===== src/rtl/div_sched_pkg.sv =====
// Shared types and constants for the divider scheduler.
package div_sched_pkg;

   // Operand widths of the shared divider: 8-bit dividend, 4-bit divisor.
   localparam int DW = 8;
   localparam int VW = 4;

   // Scheduler states; the encoding is also what dbg_state exposes.
   typedef enum logic [1:0] {
      ST_IDLE  = 2'd0,
      ST_ISSUE = 2'd1,
      ST_WAIT  = 2'd2,
      ST_RESP  = 2'd3
   } state_t;

   // Response error codes carried on rsp_err.
   typedef logic [1:0] err_t;
   localparam err_t ERR_OK   = 2'b00;
   localparam err_t ERR_DIV0 = 2'b01;
   localparam err_t ERR_OVF  = 2'b10;
   localparam err_t ERR_TMO  = 2'b11;

   // The quotient fits in VW bits only when the dividend's upper VW bits are
   // strictly below the divisor.
   function automatic logic quotient_overflows(input logic [DW-1:0] dividend,
                                               input logic [VW-1:0] divisor);
      return dividend[DW-1 -: VW] >= divisor;
   endfunction

endpackage


===== src/rtl/div_sched_rr_arbiter.sv =====
// Combinational round-robin pick: first set request at or above ptr,
// wrapping modulo N. Produces a one-hot grant, its index and an any flag.
module rr_arbiter #(
   parameter int N   = 4,
   parameter int IDW = 2
) (
   input  logic [N-1:0]   req,
   input  logic [IDW-1:0] ptr,
   output logic [N-1:0]   grant,
   output logic [IDW-1:0] idx,
   output logic           any
);

   logic [IDW-1:0] cand;

   // Scan N candidates starting at ptr; the first requester found wins.
   always_comb begin
      grant = '0;
      idx   = '0;
      any   = 1'b0;
      cand  = '0;
      for (int k = 0; k < N; k++) begin
         cand = IDW'((int'(ptr) + k) % N);
         if (!any && req[cand]) begin
            any         = 1'b1;
            grant[cand] = 1'b1;
            idx         = cand;
         end
      end
   end

endmodule


===== src/rtl/div_sched.sv =====
// Round-robin scheduler sharing one 8/4 sequential divider among N
// requesters. One transaction is in flight at a time; operands are screened
// for divide-by-zero and quotient overflow before the divider is started.
//
// Handshakes: gnt is a single-cycle accept pulse (operands sampled in that
// cycle). The response channel is valid/ready: once rsp_valid rises, every
// rsp_* output holds stable until the cycle in which rsp_ready is high, and
// that edge is the transfer. div_start is a one-cycle pulse; the divider is
// considered finished when div_ready returns high after having been seen low.
module div_sched
   import div_sched_pkg::*;
#(
   parameter int N       = 4,
   parameter int IDW     = 2,
   parameter int TIMEOUT = 15
) (
   input  logic            clk,
   input  logic            reset,
   input  logic [N-1:0]    req,
   input  logic [8*N-1:0]  req_dividend,
   input  logic [4*N-1:0]  req_divisor,
   output logic [N-1:0]    gnt,
   output logic            rsp_valid,
   input  logic            rsp_ready,
   output logic [IDW-1:0]  rsp_id,
   output logic [3:0]      rsp_quotient,
   output logic [3:0]      rsp_remainder,
   output logic [1:0]      rsp_err,
   output logic            div_start,
   output logic [7:0]      div_word1,
   output logic [3:0]      div_word2,
   input  logic [3:0]      div_quotient,
   input  logic [3:0]      div_remainder,
   input  logic            div_ready,
   output logic [1:0]      dbg_state
);

   localparam int CW = $clog2(TIMEOUT + 1);

   state_t          state;
   logic [IDW-1:0]  ptr;
   logic [DW-1:0]   op_a;
   logic [VW-1:0]   op_b;
   logic            busy_seen;
   logic [CW-1:0]   wait_cnt;

   logic [N-1:0]    arb_grant;
   logic [IDW-1:0]  arb_idx;
   logic            arb_any;
   logic            grant_ok;
   logic [DW-1:0]   sel_a;
   logic [VW-1:0]   sel_b;
   logic [IDW-1:0]  next_ptr;

   rr_arbiter #(
      .N   (N),
      .IDW (IDW)
   ) u_arb (
      .req   (req),
      .ptr   (ptr),
      .grant (arb_grant),
      .idx   (arb_idx),
      .any   (arb_any)
   );

   // A grant happens only from IDLE and only while the divider is idle.
   assign grant_ok  = (state == ST_IDLE) && arb_any && div_ready;
   assign gnt       = grant_ok ? arb_grant : '0;
   assign next_ptr  = (arb_idx == IDW'(N - 1)) ? '0 : arb_idx + IDW'(1);

   // The divider always sees the latched operands; they only move on a grant.
   assign div_word1 = op_a;
   assign div_word2 = op_b;
   assign dbg_state = state;

   // Mux the winning requester's operand slices.
   always_comb begin
      sel_a = '0;
      sel_b = '0;
      for (int i = 0; i < N; i++) begin
         if (arb_grant[i]) begin
            sel_a = req_dividend[DW*i +: DW];
            sel_b = req_divisor[VW*i +: VW];
         end
      end
   end

   // Scheduler FSM: accept, screen, start the divider, wait, respond.
   always_ff @(posedge clk or posedge reset) begin
      if (reset) begin
         state         <= ST_IDLE;
         ptr           <= '0;
         op_a          <= '0;
         op_b          <= '0;
         rsp_valid     <= 1'b0;
         rsp_id        <= '0;
         rsp_quotient  <= '0;
         rsp_remainder <= '0;
         rsp_err       <= ERR_OK;
         div_start     <= 1'b0;
         busy_seen     <= 1'b0;
         wait_cnt      <= '0;
      end else begin
         div_start <= 1'b0;
         case (state)
            ST_IDLE: begin
               if (grant_ok) begin
                  op_a          <= sel_a;
                  op_b          <= sel_b;
                  rsp_id        <= arb_idx;
                  ptr           <= next_ptr;
                  rsp_quotient  <= '0;
                  rsp_remainder <= '0;
                  if (sel_b == '0) begin
                     rsp_err   <= ERR_DIV0;
                     rsp_valid <= 1'b1;
                     state     <= ST_RESP;
                  end else if (quotient_overflows(sel_a, sel_b)) begin
                     rsp_err   <= ERR_OVF;
                     rsp_valid <= 1'b1;
                     state     <= ST_RESP;
                  end else begin
                     div_start <= 1'b1;
                     state     <= ST_ISSUE;
                  end
               end
            end
            ST_ISSUE: begin
               busy_seen <= 1'b0;
               wait_cnt  <= '0;
               state     <= ST_WAIT;
            end
            ST_WAIT: begin
               wait_cnt <= wait_cnt + CW'(1);
               if (!div_ready) begin
                  busy_seen <= 1'b1;
               end
               // Completion needs the busy phase to have been observed, so a
               // divider that has not yet reacted to start is not mistaken
               // for a finished one.
               if (div_ready && busy_seen) begin
                  rsp_quotient  <= div_quotient;
                  rsp_remainder <= div_remainder;
                  rsp_err       <= ERR_OK;
                  rsp_valid     <= 1'b1;
                  state         <= ST_RESP;
               end else if (wait_cnt == CW'(TIMEOUT - 1)) begin
                  rsp_quotient  <= '0;
                  rsp_remainder <= '0;
                  rsp_err       <= ERR_TMO;
                  rsp_valid     <= 1'b1;
                  state         <= ST_RESP;
               end
            end
            ST_RESP: begin
               if (rsp_ready) begin
                  rsp_valid <= 1'b0;
                  state     <= ST_IDLE;
               end
            end
            default: begin
               state <= ST_IDLE;
            end
         endcase
      end
   end

endmodule


===== config.mk =====
export PLATFORM = sky130hd
export DESIGN_NAME = div_sched
export DESIGN_NICKNAME = d
export VERILOG_FILES = /design/src/rtl/div_sched_pkg.sv /design/src/rtl/div_sched_rr_arbiter.sv /design/src/rtl/div_sched.sv
export SDC_FILE = /design/constraint.sdc
export NUM_CORES = 1
export LEC_CHECK = 0
export BUFFER_PORTS_ARGS = -buffer_cell sky130_fd_sc_hd__buf_2
export CAP_MARGIN = 20
export CORE_MARGIN = 3
export CORE_UTILIZATION = 54
export CTS_CLUSTER_DIAMETER = 120
export DETAILED_ROUTE_END_ITERATION = 8
export PLACE_DENSITY = 0.86
export RECOVER_POWER = 100
export SETUP_SLACK_MARGIN = 0.5
export SLEW_MARGIN = 30
export SYNTH_ARGS = -nofsm -noshare
export SYNTH_HDL_FRONTEND = slang
export SYNTH_SLANG_ARGS = --single-unit

===== constraint.sdc =====
create_clock -name clk -period 7.02 [get_ports clk]
set_input_delay 0.702 -clock clk [delete_from_list [all_inputs] [get_ports clk]]
set_output_delay 0.702 -clock clk [all_outputs]
set_load 0.1 [all_outputs]

==> results of run 1 <==
synth_stat cells, drive strengths merged, types with 11 or more instances:
cell type / instances
a21oi: 18
a221oi: 11
buf: 15
dfrtp: 35
ha: 17
inv: 23
nand2: 44
nor2: 16
nor3: 11
o21ai: 29
routing by layer:
layer	vias up	part of all wire	wire (um)
met5	-	0	0
met1	1196	0.40	2726
met3	19	0.064	434
met4	0	0.024	166
met2	98	0.51	3485
li1	1240	-	-
worst max-delay path, stage by stage, from the launching register on:
cell	delay [ns]
dfrtp_1	0.69
inv_1	0.23
ha_1	0.45
or3b_1	0.40
a2111oi_0	0.85
nor2_2	0.17
o221ai_1	0.83
a211oi_1	0.10
a221o_1	0.43
inv_1	0.08
ha_1	0.21
nand2b_1	0.14
a21oi_1	0.16
nor2b_1	0.06
o21ai_0	0.13
and3b_1	0.26
nand2b_1	0.13
a221o_1	0.15
nand4_1	0.09
registers in the layout, summed over array words and instances, names as in the netlist, 2 cells and up, named ones only:
name / cells
wait_cnt: 4
rsp_remainder: 4
dbg_state: 2
rsp_err: 2
rsp_id: 2
div_word2: 4
div_word1: 8
rsp_quotient: 4
logic make-up after synthesis:
logic type	after synthesis	share of synthesized area
and+or+nand+nor	97	0.1771
DFF	35	0.3307
muxes	13	0.06518
adders and majority gates	17	0.08030
AOI/OAI and AO/OA	92	0.2622
xor gates and xnor gates	1	0.003307
buffers and inverters	44	0.08124
layout make-up:
| cell class | instances | area (sq um) |
|---|---|---|
| flip-flops and latches | 35 | 875.8 |
| fillers | 392 | 1446 |
| multi-input cells | 220 | 1516 |
| repair buffers | 98 | 455.4 |
| clock buffers | 6 | 72.57 |
| well taps | 65 | 81.33 |
| inverters | 23 | 86.33 |
stage by stage:
| stage | utilization | hold WS (ns) | setup slack (ns) | instance area, sq um |
|---|---|---|---|---|
| floorplan | - | 0.5127 | 2.196 | 2649 |
| global placement | 0.6818 | 0.4581 | 1.906 | 3092 |
| detailed placement | 0.6843 | 0.4649 | 1.955 | 3103 |
| CTS | 0.7003 | 0.4833 | 1.950 | 3176 |
| global route | 0.6810 | 0.5170 | 0.8850 | 3088 |
| finish | 0.6810 | 0.4849 | 1.327 | 3088 |
final timing paths:
path | start | to | cells past startpoint | slack (ns)
max in group asynchronous | reset | div_word1[6]$_DFFE_PP0P_ | 3 | 4.90
min | rsp_quotient[3]$_DFFE_PP0P_ | rsp_quotient[3]$_DFFE_PP0P_ | 2 | 0.48
min in group asynchronous | reset | div_start$_DFF_PP0_ | 3 | 1.06
max reg2reg | flip-flop | rsp_err[0]$_DFFE_PP0P_ | 18 | 1.33
max | flip-flop | rsp_err[0]$_DFFE_PP0P_ | 18 | 1.33
min reg2reg | rsp_quotient[3]$_DFFE_PP0P_ | rsp_quotient[3]$_DFFE_PP0P_ | 2 | 0.48
==> flow_summary.toml, run 1 <==
[yosys]
synth-edff-count = 0
ys_top_cells_by_area = "dfrtp_1 (33%), ha_1 (8.0%), nand2_1 (6.2%), o21ai_0 (5.1%), a21oi_1 (3.4%)"
synth_cells = 299
yosysWarningCount = 0
syn_area_sq_um = 2649
synth_nets = 380
ys.flop_type = "dfrtp_1"
synth_cell_types = 48
synthArstFlopShare = 1.000
synth-seq-cells = 35
synth_area_per_cell_sq_um = 8.859
synth_area_leader_cell = "dfrtp_1"
yosysTopAreaCellShare = 0.3307
ys_seq_area_frac = 0.3307

[routing]
vias_per_cell = 5.711
drt_pass1_iterations = 4
antenna_left = 0
wirelength_mm = 6.813
route.vias.total = 2553
drc = 0
drtIter0Drc = 166
routedWlPerCell_um = 15.24

[clock_tree]
clockBufferDepth = 2
postCtsHoldBufs = 0
cts_setup_buffers = 0
cts_tree = "built"
path_clk_slew_ns = 0.06
cts-root-buf = "clkbuf_8"
worstSkewPairLatency_ns = 0.28
cts_buffers = 5
cts_resized = 0
htree_levels = 2
cts.sink_count = 35

[die]
core-area_sq_um = 4534
initial_core_util = 0.5842
die_w_um = 76.04
ios = 96
num_rows = 24
die_h_um = 76.04
dieArea_sq_um = 5781

[sta]
fmax_mhz = 175.7
fin_crit_sh = 0.8109
slew_headroom = -0.2268
drv_slew = 58
grt_setup_unrepaired = "false"
tightest_slew_ns = 1.821
setup_viol = 0
fin_tns_setup_ns = 0
hold_viol_final = 0
clock_skew_ns = 0.003472
fin_crit_ns = 5.693

[grt]
top_usage_layer = "met2"
met3_usage = 0.05437
grt_max_degree = 36
overflow = 0
met2_usage = 0.4202
antenna_found_initial = 0
grtUsageTotal = 0.2378
grt_pass1_vias = 2451
use_met1 = 0.2792
grt_pass1_wl_mm = 11.39

[finish]
final_cells = 447
mostFrequentLayoutCell = "buf_2"
layout_common_cells = "buf_2 (64), nand2_1 (44), dfrtp_1 (35), clkbuf_1 (33), o21ai_0 (27)"
n_antenna_cell = 0
drive_above_1_share = 0.2251
area_growth_pct = 16.58
nNetsFinal = 464

[place]
io_buffers = 95
hpwl_mm = 5.256
gp_congestion = 0.8742
placed_cells_incl_taps = 441

[setup_path]
cp_data_required_time_ns = 7.17
worst-endpoint-arrival_ns = 5.84
cp-end-kind = "flip-flop"
crit_fanout = 15
start_kind = "flip-flop"
crit_type = "flip-flop to flip-flop"

[status]
violations = "max-capacitance violations, max-slew violations"
status = "finished with violations"

[hold_path]
holdCritPathClass = "flip-flop to flip-flop"

[run]
max_cap_viol_count = 2
Power of run 1 is not shown: default switching activity piles up to over one toggle a cycle in this logic, so the estimate is an artifact.
==> run 2: changes to the inputs <==
ABC_AREA = 1   (was default)
CORE_UTILIZATION = 50   (was 54)
PLACE_DENSITY = 0.81   (was 0.86)
clock period = 5.4 ns   (was 7.02 ns; I/O delays follow)
==> flow_summary.toml, run 2 <==
[status]
status = "finished with violations"
violations = "max-capacitance violations, max-slew violations"

[finish]
area_growth_pct = 22.27
drive_above_1_share = 0.2254
n_antenna_cell = 0
fillCellCount = 488
largest_register_ffs = 8
final-seq-area_sq_um = 875.8
multiInputGateArea_sq_um = 1454
mostFrequentLayoutCell = "nand2_1"
layout_common_cells = "nand2_1 (131), buf_2 (67), dfrtp_1 (35), inv_1 (32), clkbuf_1 (29)"
nNetsFinal = 528

[yosys]
synth_nets = 434
syn_area_sq_um = 2540
yosysTopAreaCellShare = 0.3448
netlist_top_cells_count = "nand2_1 (131), dfrtp_1 (35), inv_1 (32)"
synth_area_per_cell_sq_um = 7.195
synth_cells = 353
synth-seq-cells = 35
synthArstFlopShare = 1.000
synth_cell_types = 41
ys.flop_type = "dfrtp_1"
synth_area_leader_cell = "dfrtp_1"
ys_top_cells_by_area = "dfrtp_1 (34%), nand2_1 (19%), ha_1 (8.4%), inv_1 (4.7%), nand3_1 (4.3%)"
yosysWarningCount = 0
yosys.cell_count.top_type = "nand2_1"
ys_seq_area_frac = 0.3448
synth-edff-count = 0

[sta]
drv_slew = 36
tightest_slew_ns = 1.804
fmax_mhz = 224.0
slew_headroom = -0.2023
fin_crit_sh = 0.8268
setup_viol = 0
fin_crit_ns = 4.465
hold_viol_final = 0
fin_tns_setup_ns = 0
grt_setup_unrepaired = "false"
clock_skew_ns = 0.006916

[grt]
grt_pass1_wl_mm = 11.16
overflow = 0
grt_max_degree = 36
grtUsageTotal = 0.2262
grt_pass1_vias = 2523
antenna_found_initial = 0

[clock_tree]
postCtsHoldBufs = 0
cts_setup_buffers = 0
htree_levels = 2
clockBufferDepth = 2
cts-root-buf = "clkbuf_8"
cts.sink_count = 35
path_clk_slew_ns = 0.07
cts_resized = 0
worstSkewPairLatency_ns = 0.29
cts_buffers = 5
cts_tree = "built"

[die]
num_rows = 25
ios = 96
initial_core_util = 0.5273
die_w_um = 77.28
core-area_sq_um = 4817
die_h_um = 77.28
dieArea_sq_um = 5971

[run]
max_cap_viol_count = 1

[routing]
drc = 0
route.vias.total = 2606
wirelength_mm = 6.663
antenna_left = 0
routedWlPerCell_um = 12.94
drtIter0Drc = 148
vias_per_cell = 5.060
drt_pass1_iterations = 4

[place]
hpwl_mm = 5.200
gp_congestion = 0.8755
io_buffers = 95

[hold_path]
holdCritPathClass = "input pin to flip-flop"

[setup_path]
cp_data_required_time_ns = 5.63
crit_type = "flip-flop to flip-flop"
worst-endpoint-arrival_ns = 4.69
crit_fanout = 14
start_kind = "flip-flop"
cp-end-kind = "flip-flop"
run 2: cell count changes after synthesis, moves of 5 or more:
cell,delta
inv_1,+9
nor3_1,-10
o21ai_0,-15
nand2_1,+87
nand3_1,+18
nand2_2,+7
mux2i_1,-6
a221oi_1,-10
nor2b_1,-6
o211ai_1,+8
nor3b_1,-5
run 2: cell families after synthesis:
kind of cell | synth area share
AOI/OAI and AO/OA | 0.1591
DFF | 0.3448
buffers and inverters | 0.08029
adders and majority gates | 0.08374
and+or+nand+nor | 0.3320
run 2: metal layers:
layer  global-route usage  share of wire  vias up
met5                    0              0        -
met4              0.05872          0.011        0
met3              0.04108          0.060        8
met2               0.3774           0.47       95
met1               0.3016           0.45     1166
li1                     -              -     1337
run 2: path summary, 6_finish.rpt:
kind,cells past startpoint,endpoint,from,slack [ns]
min in group asynchronous,3,div_word2[3]$_DFFE_PP0P_,reset,0.88
setup reg to reg,14,rsp_err[1]$_DFFE_PP0P_,flip-flop,0.94
hold / removal,3,div_word1[0]$_DFFE_PP0P_,req_dividend[24],0.47
setup / recovery,14,rsp_err[1]$_DFFE_PP0P_,flip-flop,0.94
hold reg to reg,2,rsp_quotient[1]$_DFFE_PP0P_,rsp_quotient[1]$_DFFE_PP0P_,0.48
max in group asynchronous,3,rsp_id[0]$_DFFE_PP0P_,reset,3.47
run 2: area by class of cell:
type / instances / share of cell area
well taps: 67 / 0.02699
repair buffers: 96 / 0.1430
multi-input cells: 271 / 0.4682
clock buffers: 7 / 0.03102
clock inverters: 1 / 0.002417
inverters: 38 / 0.04633
flip-flops and latches: 35 / 0.2820
run 2: critical path, stage by stage, from the launching register on:
cell        delay (ns)
dfrtp_1           0.63
clkinvlp_2        0.45
ha_1              0.48
inv_1             0.10
nand3_1           0.09
nand2_1           0.10
nand2_1           0.12
o31ai_1           0.10
nor2_1            0.71
o21ai_0           0.24
a21oi_1           0.63
inv_1             0.36
a21oi_1           0.25
nand2_1           0.08
nand2_1           0.06
run 2: per-stage QoR:
| step | instances | hold WS [ns] | utilization | area (sq um) | worst slack [ns] |
|---|---|---|---|---|---|
| floorplan | 353 | 0.4560 | - | 2540 | 1.944 |
| global placement | 507 | 0.4566 | 0.6332 | 3050 | 1.604 |
| detailed placement | 507 | 0.4609 | 0.6332 | 3050 | 1.461 |
| CTS | 515 | 0.3421 | 0.6548 | 3154 | 1.452 |
| global route | 515 | 0.4722 | 0.6447 | 3105 | 0.4917 |
| finish | 515 | 0.4702 | 0.6447 | 3105 | 0.9353 |
Power of run 2 is left out for the same reason.
==> run 3: changes to the inputs <==
CORE_UTILIZATION = 45   (was 50)
PLACE_DENSITY = 0.77   (was 0.81)
clock period = 3.8 ns   (was 5.4 ns; I/O delays follow)
==> flow_summary.toml, run 3 (synthesis gave the netlist of run 2 again) <==
[run]
max_cap_viol_count = 1

[die]
die_w_um = 81.13
dieArea_sq_um = 6582
num_rows = 26
ios = 96
initial_core_util = 0.4820
core-area_sq_um = 5270
die_h_um = 81.13

[finish]
final-seq-area_sq_um = 877.1
multiInputGateArea_sq_um = 1613
largest_register_ffs = 8
mostFrequentLayoutCell = "nand2_1"
layout_common_cells = "nand2_1 (124), buf_2 (64), dfrtp_1 (34), inv_1 (31), clkbuf_1 (29)"
drive_above_1_share = 0.3319
finalInstanceArea_sq_um = 3486
nNetsFinal = 556
n_antenna_cell = 0
fillCellCount = 465
area_growth_pct = 37.24

[setup_path]
crit_slowest_cell = "dfrtp_1"
r2r.worst_path.cells = 25
timing.rr.end = "rsp_err[0]$_DFFE_PP0P_"
crit_fanout = 6
slowest_delay_ns = 0.47
rrSetupSlack_ns = 0.42
critPathBufInv = 4
crit_type = "flip-flop to flip-flop"
path_delay_family = "simple AND/OR/NAND/NOR gates"
cp_data_required_time_ns = 4.03
cp-end-kind = "flip-flop"
worst-endpoint-arrival_ns = 3.61
cp_common_cell = "nand2_1"
start_kind = "flip-flop"

[status]
violations = "max-capacitance violations, max-slew violations"
status = "finished with violations"

[sta]
setup_viol = 0
tightest_slew_ns = 1.820
fin_tns_setup_ns = 0
fin_crit_sh = 0.8887
drv_slew = 36
grt_setup_unrepaired = "true"
slew_headroom = -0.2136
clock_skew_ns = 0.004801
fin_crit_ns = 3.377
hold_viol_final = 0
fmax_mhz = 296.1

[clock_tree]
path_clk_slew_ns = 0.07
cts_tree = "built"
postCtsHoldBufs = 0
cts-root-buf = "clkbuf_8"
htree_levels = 2
cts_buffers = 5
clockBufferDepth = 2
cts.sink_count = 35
worstSkewPairLatency_ns = 0.29

[routing]
route.vias.total = 2879
wirelength_mm = 7.467
drt_pass1_iterations = 5
drtIter0Drc = 137
vias_per_cell = 5.273
routedWlPerCell_um = 13.68
drc = 0
antenna_left = 0

[place]
placed_area_sq_um = 3119
gp_congestion = 0.8922
io_buffers = 95
hpwl_mm = 5.288

[hold_path]
holdCritPathClass = "input pin to flip-flop"
hold-path-cell-count = 3
min_to = "div_word1[2]$_DFFE_PP0P_"
worstHoldStart = "req_dividend[26]"

[grt]
overflow = 0
antenna_found_initial = 0
grt_pass1_wl_mm = 11.12
grt_max_degree = 36
grtUsageTotal = 0.2143
grt_pass1_vias = 2457
==> run 3: timing repair <==
| item | 4_1_cts | 5_1_grt |
|---|---|---|
| cloned | 0 | 1 |
| pin swaps | 1 | 28 |
| gates resized for setup | 5 | 40 |
| buffers inserted | 4 | 17 |
| setup endpoints to repair | 6 | 6 |
==> run 3: cell type report <==
class,count,share of cell area
Inverter,38,0.04379
Multi-Input combinational cell,271,0.4627
Sequential cell,35,0.2516
Clock inverter,3,0.005743
Clock buffer,5,0.01974
Timing Repair Buffer,124,0.1913
Tap cell,70,0.02513
==> run 3: metrics by stage <==
stage          hold slack (ns)  utilization  setup WS (ns)  std cells
2_1_floorplan           0.4560            -         0.5299        353
3_3_place_gp            0.4580       0.5919         0.3915        516
3_5_place_dp            0.4676       0.5919         0.2323        516
4_1_cts                 0.1911       0.6180         0.5002        528
5_1_grt                 0.3128       0.6614         0.2370        546
6_report                0.3121       0.6614         0.4228        546
==> run 3: how the worst max path moves through the flow <==
stage	cells past startpoint	to	startpoint
2_1_floorplan	24	rsp_err[0]$_DFFE_PP0P_	flip-flop
3_3_place_gp	21	dbg_state[1]$_DFFE_PP0P_	flip-flop
6_report	25	rsp_err[0]$_DFFE_PP0P_	flip-flop
5_1_grt	23	rsp_err[0]$_DFFE_PP0P_	flip-flop
4_1_cts	26	rsp_err[1]$_DFFE_PP0P_	flip-flop
3_5_place_dp	23	rsp_err[1]$_DFFE_PP0P_	flip-flop
==> run 3: per-layer routing <==
layer,up-vias,global-route usage,share of wire
li1,1395,-,-
met5,-,0,0
met1,1320,0.2935,0.43
met3,18,0.04435,0.071
met4,0,0.06419,0.020
met2,146,0.3407,0.48
==> run 3: worst min-delay path, cell delays in order <==
cell and delay (ns):
buf_2 0.08, nand2_1 0.04, o211ai_1 0.06
Power of run 3 is left out for the same reason.
